===== src/rtl/lsu_pkg.sv =====
// Shared encodings and bus payload type for the data-memory load/store unit.
package lsu_pkg;

    localparam int unsigned TIMEOUT_W = 8;
    localparam int unsigned CNT_W     = TIMEOUT_W + 1;

    localparam logic [1:0] SZ_BYTE = 2'b00;
    localparam logic [1:0] SZ_HALF = 2'b01;
    localparam logic [1:0] SZ_WORD = 2'b10;

    typedef enum logic [1:0] {
        ST_IDLE,
        ST_REQ,
        ST_WAIT_R,
        ST_DONE
    } lsu_state_e;

    typedef struct packed {
        logic        we;
        logic [31:0] addr;
        logic [3:0]  be;
        logic [31:0] wdata;
    } bus_req_t;

endpackage


===== src/rtl/lsu_align.sv =====
// Combinational lane logic: byte enables, store replication, alignment check, load extension.
module lsu_align
    import lsu_pkg::*;
(
    input  logic [1:0]  req_size_i,
    input  logic [1:0]  req_off_i,
    input  logic [31:0] req_wdata_i,
    output logic [3:0]  be_o,
    output logic [31:0] wdata_o,
    output logic        misaligned_o,
    input  logic [1:0]  ld_size_i,
    input  logic [1:0]  ld_off_i,
    input  logic        ld_unsigned_i,
    input  logic [31:0] ld_rdata_i,
    output logic [31:0] ld_data_o
);

    logic [31:0] ld_shifted;

    always_comb begin
        be_o         = 4'b1111;
        wdata_o      = req_wdata_i;
        misaligned_o = 1'b0;
        case (req_size_i)
            SZ_BYTE: begin
                be_o    = 4'(4'b0001 << req_off_i);
                wdata_o = {4{req_wdata_i[7:0]}};
            end
            SZ_HALF: begin
                be_o         = 4'(4'b0011 << req_off_i);
                wdata_o      = {2{req_wdata_i[15:0]}};
                misaligned_o = req_off_i[0];
            end
            SZ_WORD: begin
                misaligned_o = (req_off_i != 2'b00);
            end
            default: begin
                misaligned_o = 1'b1;
            end
        endcase
    end

    // Bring the addressed lane down to bit 0, then extend to 32 bits.
    always_comb begin
        ld_shifted = ld_rdata_i >> {ld_off_i, 3'b000};
        ld_data_o  = ld_shifted;
        case (ld_size_i)
            SZ_BYTE: ld_data_o = ld_unsigned_i ? {24'h0, ld_shifted[7:0]}
                                               : {{24{ld_shifted[7]}}, ld_shifted[7:0]};
            SZ_HALF: ld_data_o = ld_unsigned_i ? {16'h0, ld_shifted[15:0]}
                                               : {{16{ld_shifted[15]}}, ld_shifted[15:0]};
            default: ld_data_o = ld_shifted;
        endcase
    end

endmodule


===== src/rtl/dmem_lsu.sv =====
// Load/store unit: turns core byte/half/word accesses into word-aligned, wait-stated bus
// transactions, stalling the core until completion or timeout.
module dmem_lsu
    import lsu_pkg::*;
#(
    parameter int unsigned TIMEOUT_CYCLES = 255
) (
    input  logic        clk,
    input  logic        reset_n,
    input  logic        req_valid_i,
    input  logic        req_write_i,
    input  logic [31:0] req_addr_i,
    input  logic [31:0] req_wdata_i,
    input  logic [1:0]  req_size_i,
    input  logic        req_unsigned_i,
    output logic        stall_o,
    output logic [31:0] rdata_o,
    output logic        rdata_valid_o,
    output logic        misaligned_o,
    output logic        bus_err_o,
    output logic        BUS_req_o,
    output logic        BUS_we_o,
    output logic [31:0] BUS_addr_o,
    output logic [3:0]  BUS_be_o,
    output logic [31:0] BUS_wdata_o,
    input  logic        BUS_gnt_i,
    input  logic        BUS_rvalid_i,
    input  logic [31:0] BUS_rdata_i
);

    lsu_state_e            state_q, state_d;
    bus_req_t              bus_q, bus_d;
    logic                  bus_req_q, bus_req_d;
    logic [1:0]            off_q, off_d;
    logic [1:0]            size_q, size_d;
    logic                  uns_q, uns_d;
    logic [TIMEOUT_W-1:0]  cnt_q, cnt_d;
    logic [31:0]           rdata_q, rdata_d;
    logic                  rdata_valid_q, rdata_valid_d;
    logic                  bus_err_q, bus_err_d;

    logic [3:0]            be_c;
    logic [31:0]           wdata_rep_c;
    logic                  misaligned_c;
    logic [31:0]           ld_data_c;
    logic                  accept_c;
    logic [CNT_W-1:0]      cnt_inc_c;
    logic                  timeout_c;

    lsu_align u_align (
        .req_size_i    (req_size_i),
        .req_off_i     (req_addr_i[1:0]),
        .req_wdata_i   (req_wdata_i),
        .be_o          (be_c),
        .wdata_o       (wdata_rep_c),
        .misaligned_o  (misaligned_c),
        .ld_size_i     (size_q),
        .ld_off_i      (off_q),
        .ld_unsigned_i (uns_q),
        .ld_rdata_i    (BUS_rdata_i),
        .ld_data_o     (ld_data_c)
    );

    assign accept_c     = (state_q == ST_IDLE) && req_valid_i && !misaligned_c;
    assign misaligned_o = (state_q == ST_IDLE) && req_valid_i && misaligned_c;
    assign stall_o      = accept_c || (state_q == ST_REQ) || (state_q == ST_WAIT_R);

    // Count includes the current waiting cycle, so the abort lands after exactly TIMEOUT_CYCLES.
    assign cnt_inc_c = CNT_W'(cnt_q) + CNT_W'(1);
    assign timeout_c = (cnt_inc_c == CNT_W'(TIMEOUT_CYCLES));

    always_comb begin
        state_d       = state_q;
        bus_d         = bus_q;
        bus_req_d     = bus_req_q;
        off_d         = off_q;
        size_d        = size_q;
        uns_d         = uns_q;
        cnt_d         = cnt_q;
        rdata_d       = rdata_q;
        rdata_valid_d = 1'b0;
        bus_err_d     = 1'b0;
        case (state_q)
            ST_IDLE: begin
                if (accept_c) begin
                    off_d     = req_addr_i[1:0];
                    size_d    = req_size_i;
                    uns_d     = req_unsigned_i;
                    bus_d     = '{we:    req_write_i,
                                  addr:  {req_addr_i[31:2], 2'b00},
                                  be:    be_c,
                                  wdata: wdata_rep_c};
                    bus_req_d = 1'b1;
                    cnt_d     = '0;
                    state_d   = ST_REQ;
                end
            end
            ST_REQ: begin
                cnt_d = TIMEOUT_W'(cnt_inc_c);
                // A grant in the timeout cycle still completes the access.
                if (BUS_gnt_i) begin
                    bus_req_d = 1'b0;
                    if (bus_q.we) begin
                        rdata_valid_d = 1'b1;
                        state_d       = ST_DONE;
                    end else begin
                        state_d = ST_WAIT_R;
                    end
                end else if (timeout_c) begin
                    bus_req_d = 1'b0;
                    rdata_d   = '0;
                    bus_err_d = 1'b1;
                    state_d   = ST_DONE;
                end
            end
            ST_WAIT_R: begin
                cnt_d = TIMEOUT_W'(cnt_inc_c);
                if (BUS_rvalid_i) begin
                    rdata_d       = ld_data_c;
                    rdata_valid_d = 1'b1;
                    state_d       = ST_DONE;
                end else if (timeout_c) begin
                    rdata_d   = '0;
                    bus_err_d = 1'b1;
                    state_d   = ST_DONE;
                end
            end
            ST_DONE: begin
                state_d = ST_IDLE;
            end
            default: begin
                state_d = ST_IDLE;
            end
        endcase
    end

    always_ff @(posedge clk or negedge reset_n) begin
        if (!reset_n) begin
            state_q       <= ST_IDLE;
            bus_q         <= '0;
            bus_req_q     <= 1'b0;
            off_q         <= '0;
            size_q        <= '0;
            uns_q         <= 1'b0;
            cnt_q         <= '0;
            rdata_q       <= '0;
            rdata_valid_q <= 1'b0;
            bus_err_q     <= 1'b0;
        end else begin
            state_q       <= state_d;
            bus_q         <= bus_d;
            bus_req_q     <= bus_req_d;
            off_q         <= off_d;
            size_q        <= size_d;
            uns_q         <= uns_d;
            cnt_q         <= cnt_d;
            rdata_q       <= rdata_d;
            rdata_valid_q <= rdata_valid_d;
            bus_err_q     <= bus_err_d;
        end
    end

    assign rdata_o       = rdata_q;
    assign rdata_valid_o = rdata_valid_q;
    assign bus_err_o     = bus_err_q;
    assign BUS_req_o     = bus_req_q;
    assign BUS_we_o      = bus_q.we;
    assign BUS_addr_o    = bus_q.addr;
    assign BUS_be_o      = bus_q.be;
    assign BUS_wdata_o   = bus_q.wdata;

endmodule


===== config.mk =====
export PLATFORM = sky130hd
export DESIGN_NAME = dmem_lsu
export DESIGN_NICKNAME = d
export VERILOG_FILES = /design/src/rtl/lsu_pkg.sv /design/src/rtl/lsu_align.sv /design/src/rtl/dmem_lsu.sv
export SDC_FILE = /design/constraint.sdc
export NUM_CORES = 1
export LEC_CHECK = 0
export CORE_MARGIN = 2
export CORE_UTILIZATION = 55
export DETAILED_ROUTE_END_ITERATION = 16
export DONT_BUFFER_PORTS = 1
export GPL_ROUTABILITY_DRIVEN = 0
export PLACE_DENSITY = 0.8
export RECOVER_POWER = 50
export SLEW_MARGIN = 30
export SYNTH_ARGS = -nofsm -noshare
export SYNTH_HDL_FRONTEND = slang
export SYNTH_SLANG_ARGS = --single-unit

===== constraint.sdc =====
create_clock -name clk -period 3.4 [get_ports clk]
set_input_delay 0.17 -clock clk [delete_from_list [all_inputs] [get_ports clk]]
set_output_delay 0.17 -clock clk [all_outputs]
set_load 0.05 [all_outputs]

==> results_dict.tcl <==
set metrics [dict create \
    h-tree-depth 4 \
    drt_iter0_markers 408 \
    grt_pass1_vias 5242 \
    chipWidth_um 108 \
    stdcell_count 783 \
    insertion_delay_ns 0.52 \
    vdd_ir_drop_max_mv 0.685 \
    worstPathRequired_ns 3.23 \
    portBuffers 0 \
    via_per_inst 6.22 \
    syn_avg_cell_area_um2 11.0 \
    cts_buffer_depth 2 \
    grt_usage_pct 30.3 \
    async_reset_ff_share_pct 100 \
    grt_pass1_wl_um 26900 \
    power_density_nw_per_um2 1030 \
    timing.fmax_mhz 364 \
    final_layout_size_suffix_gt1_share_pct 11.7 \
    postCtsResizedCells 0 \
    grt_max_degree 118 \
    grt_remaining_overflow 0 \
    final_cell_mix "116 x dfrtp_1, 103 x dlygate4sd3_1, 74 x nand2_1, 58 x mux2_1, 28 x mux2i_1" \
    layout.nets 745 \
    synth_edf_count 0 \
    core-area_um2 10400 \
    antenna_found_initial 0 \
    synthesis.area_um2 5960 \
    io_pins 211 \
    syn_to_final_growth_pct 27.6 \
    avgRoutedWirePerCell_um 22.1 \
    synth.distinct_cells 59 \
    path_class "flip-flop to primary output" \
    rsz0062_at_grt "no" \
    start_util_pct 57.2 \
    cp-start-kind "flip-flop" \
    final_max_slew_viol_count 0 \
    setup_viol 0 \
    cts_buffers 17 \
    fin_skew_ns 0.0103 \
    post-cts-setup-buffer-count 0 \
    dr.pass1.iters 5 \
    root_buffer "clkbuf_8" \
    fin_crit_sh_pct 80.8 \
    arrival_ns 2.58 \
    remaining_drc_errors 0 \
    outcome "finished clean" \
    synth_cells 543 \
    setup.worst_path.end_class "primary output" \
    num_rows 37 \
    dieArea_um2 11700 \
    crit_fanout 70 \
    routed_wl_um 17300 \
    fin_crit_ns 2.75 \
    die_h_um 108 \
    hp-class "input pin to flip-flop" \
    ys_seq_area_share_pct 49.2 \
    clk_pin_slew_ns 0.06 \
    slew_headroom_pct 36.8 \
    ys_warn_count 0 \
    synth_ff_type "dfrtp_1" \
    synth_top_cell_by_area "dfrtp_1" \
    dp_hpwl_um 10200 \
    worstMarginPinSlew_ns 0.948 \
    synthTopCellsByArea "dfrtp_1 49%, mux2_1 11%, mux2i_1 4.7%" \
    hold_viol_final 0 \
    synth_seq_cells 117 \
    vias 4871 \
    final.setup.tns_ns 0 \
    cts_tree "built" \
    synth_top_area_share_pct 49.2 \
    p_leak_nw 3.24 \
    cts_sinks 117 \
    mostFrequentLayoutCell "dfrtp_1" \
    antenna_left 0 \
    maxCapViolCount 0 \
    antenna_cells 0 \
    dpl.cell_count 646 \
]
Yosys cell counts (3+ instances only):
library cell and n:
dfrtp_1 117, nand2_1 74, nor2_1 24, nand3b_1 3
buf_4 11, o21ai_0 27, o21ai_1 9, mux2_1 58
nor3_1 6, o31ai_1 3, mux2_2 24, nor4_1 3
clkbuf_1 13, ha_1 6, a211oi_1 11, a221o_1 6
buf_2 11, a21o_1 3, inv_1 12, o22ai_1 8
o211ai_1 24, a21oi_1 8, mux2i_1 28, xnor2_1 3
nand3_1 3, nor2b_1 4
where the power goes:
| group | total, mW | internal, mW | switching [mW] | leakage, nW |
|---|---|---|---|---|
| clock | 1.71 | 1.04 | 0.667 | 0.270 |
| combinational | 1.63 | 0.777 | 0.850 | 1.51 |
| sequential | 4.49 | 1.96 | 2.53 | 1.46 |
cells by family after synthesis:
group           after synthesis  synth area share [%]
mux                         111                  20.6
compound gates              116                  13.3
simple gates                137                  10.7
xor+xnor                      3                 0.441
other cells                   1                0.0630
flops                       117                  49.2
fa+ha+maj                     6                  1.26
buf+inv                      52                  4.47
area by class of cell:
cell class	count	area (um2)
multi-input combinational	375	2770
fill	688	2820
tap	136	170
inverter	12	45.0
clock inverter	15	158
timing repair buffer	111	1110
clock buffer	17	414
sequential	117	2930
through the flow:
step / power [mW] / setup WS, ns / hold slack [ns] / cell area, um2 / utilization (%)
after global placement: 5.78 / 1.16 / -0.123 / 5960 / 57.2
after detailed placement: 5.90 / 1.06 / -0.123 / 5960 / 57.2
final: 7.83 / 0.652 / 0.0182 / 7600 / 72.9
after CTS: 7.77 / 0.636 / 0.000213 / 7600 / 73.0
after floorplan: 5.51 / 1.51 / -0.126 / 5960 / -
after global routing: 8.15 / 0.451 / 0.0245 / 7600 / 72.9
routing by layer:
metal  vias up  track usage, %  routed length, um
met3        55            13.1               2030
met2       304            52.0               8670
li1       2130               -                  -
met4         0            14.1                569
met5         -               0                  0
met1      2382            32.1               6050
state kept, by name (all words and copies together) (netlist names):
signal and flops:
BUS_wdata_o 32, rdata_o 32, BUS_addr_o 30, cnt_q 8, BUS_be_o 4, off_q 2, size_q 2, state_q 2
BUS_req_o 1, BUS_we_o 1, bus_err_o 1, rdata_valid_o 1, uns_q 1
path summary, 6_finish.rpt:
kind / start / end / slack, ns / cells past startpoint
min in group asynchronous: reset_n / bus_err_o / 0.28 / 2
worst max-delay path: state_q[1] / stall_o / 0.65 / 5
worst min register to register: uns_q / uns_q / 0.53 / 1
worst max register to register: state_q[0] / rdata_o[2] / 0.81 / 7
max in group asynchronous: reset_n / off_q[1] / 2.66 / 2
worst min-delay path: BUS_rdata_i[12] / rdata_o[4] / 0.02 / 4
critical path: stages, from the launching register on:
cell     delay (ns)
dfrtp_1        0.41
inv_1          0.11
ha_1           0.27
nand3_4        0.71
nand2_1        0.26
buf_4          0.23
repair_timing:
action,4_1_cts,5_1_grt
endpoints found under the hold margin,223,0
hold buffers,105,0
setup endpoints to repair,0,0
Power figures use the tool's default switching activity.
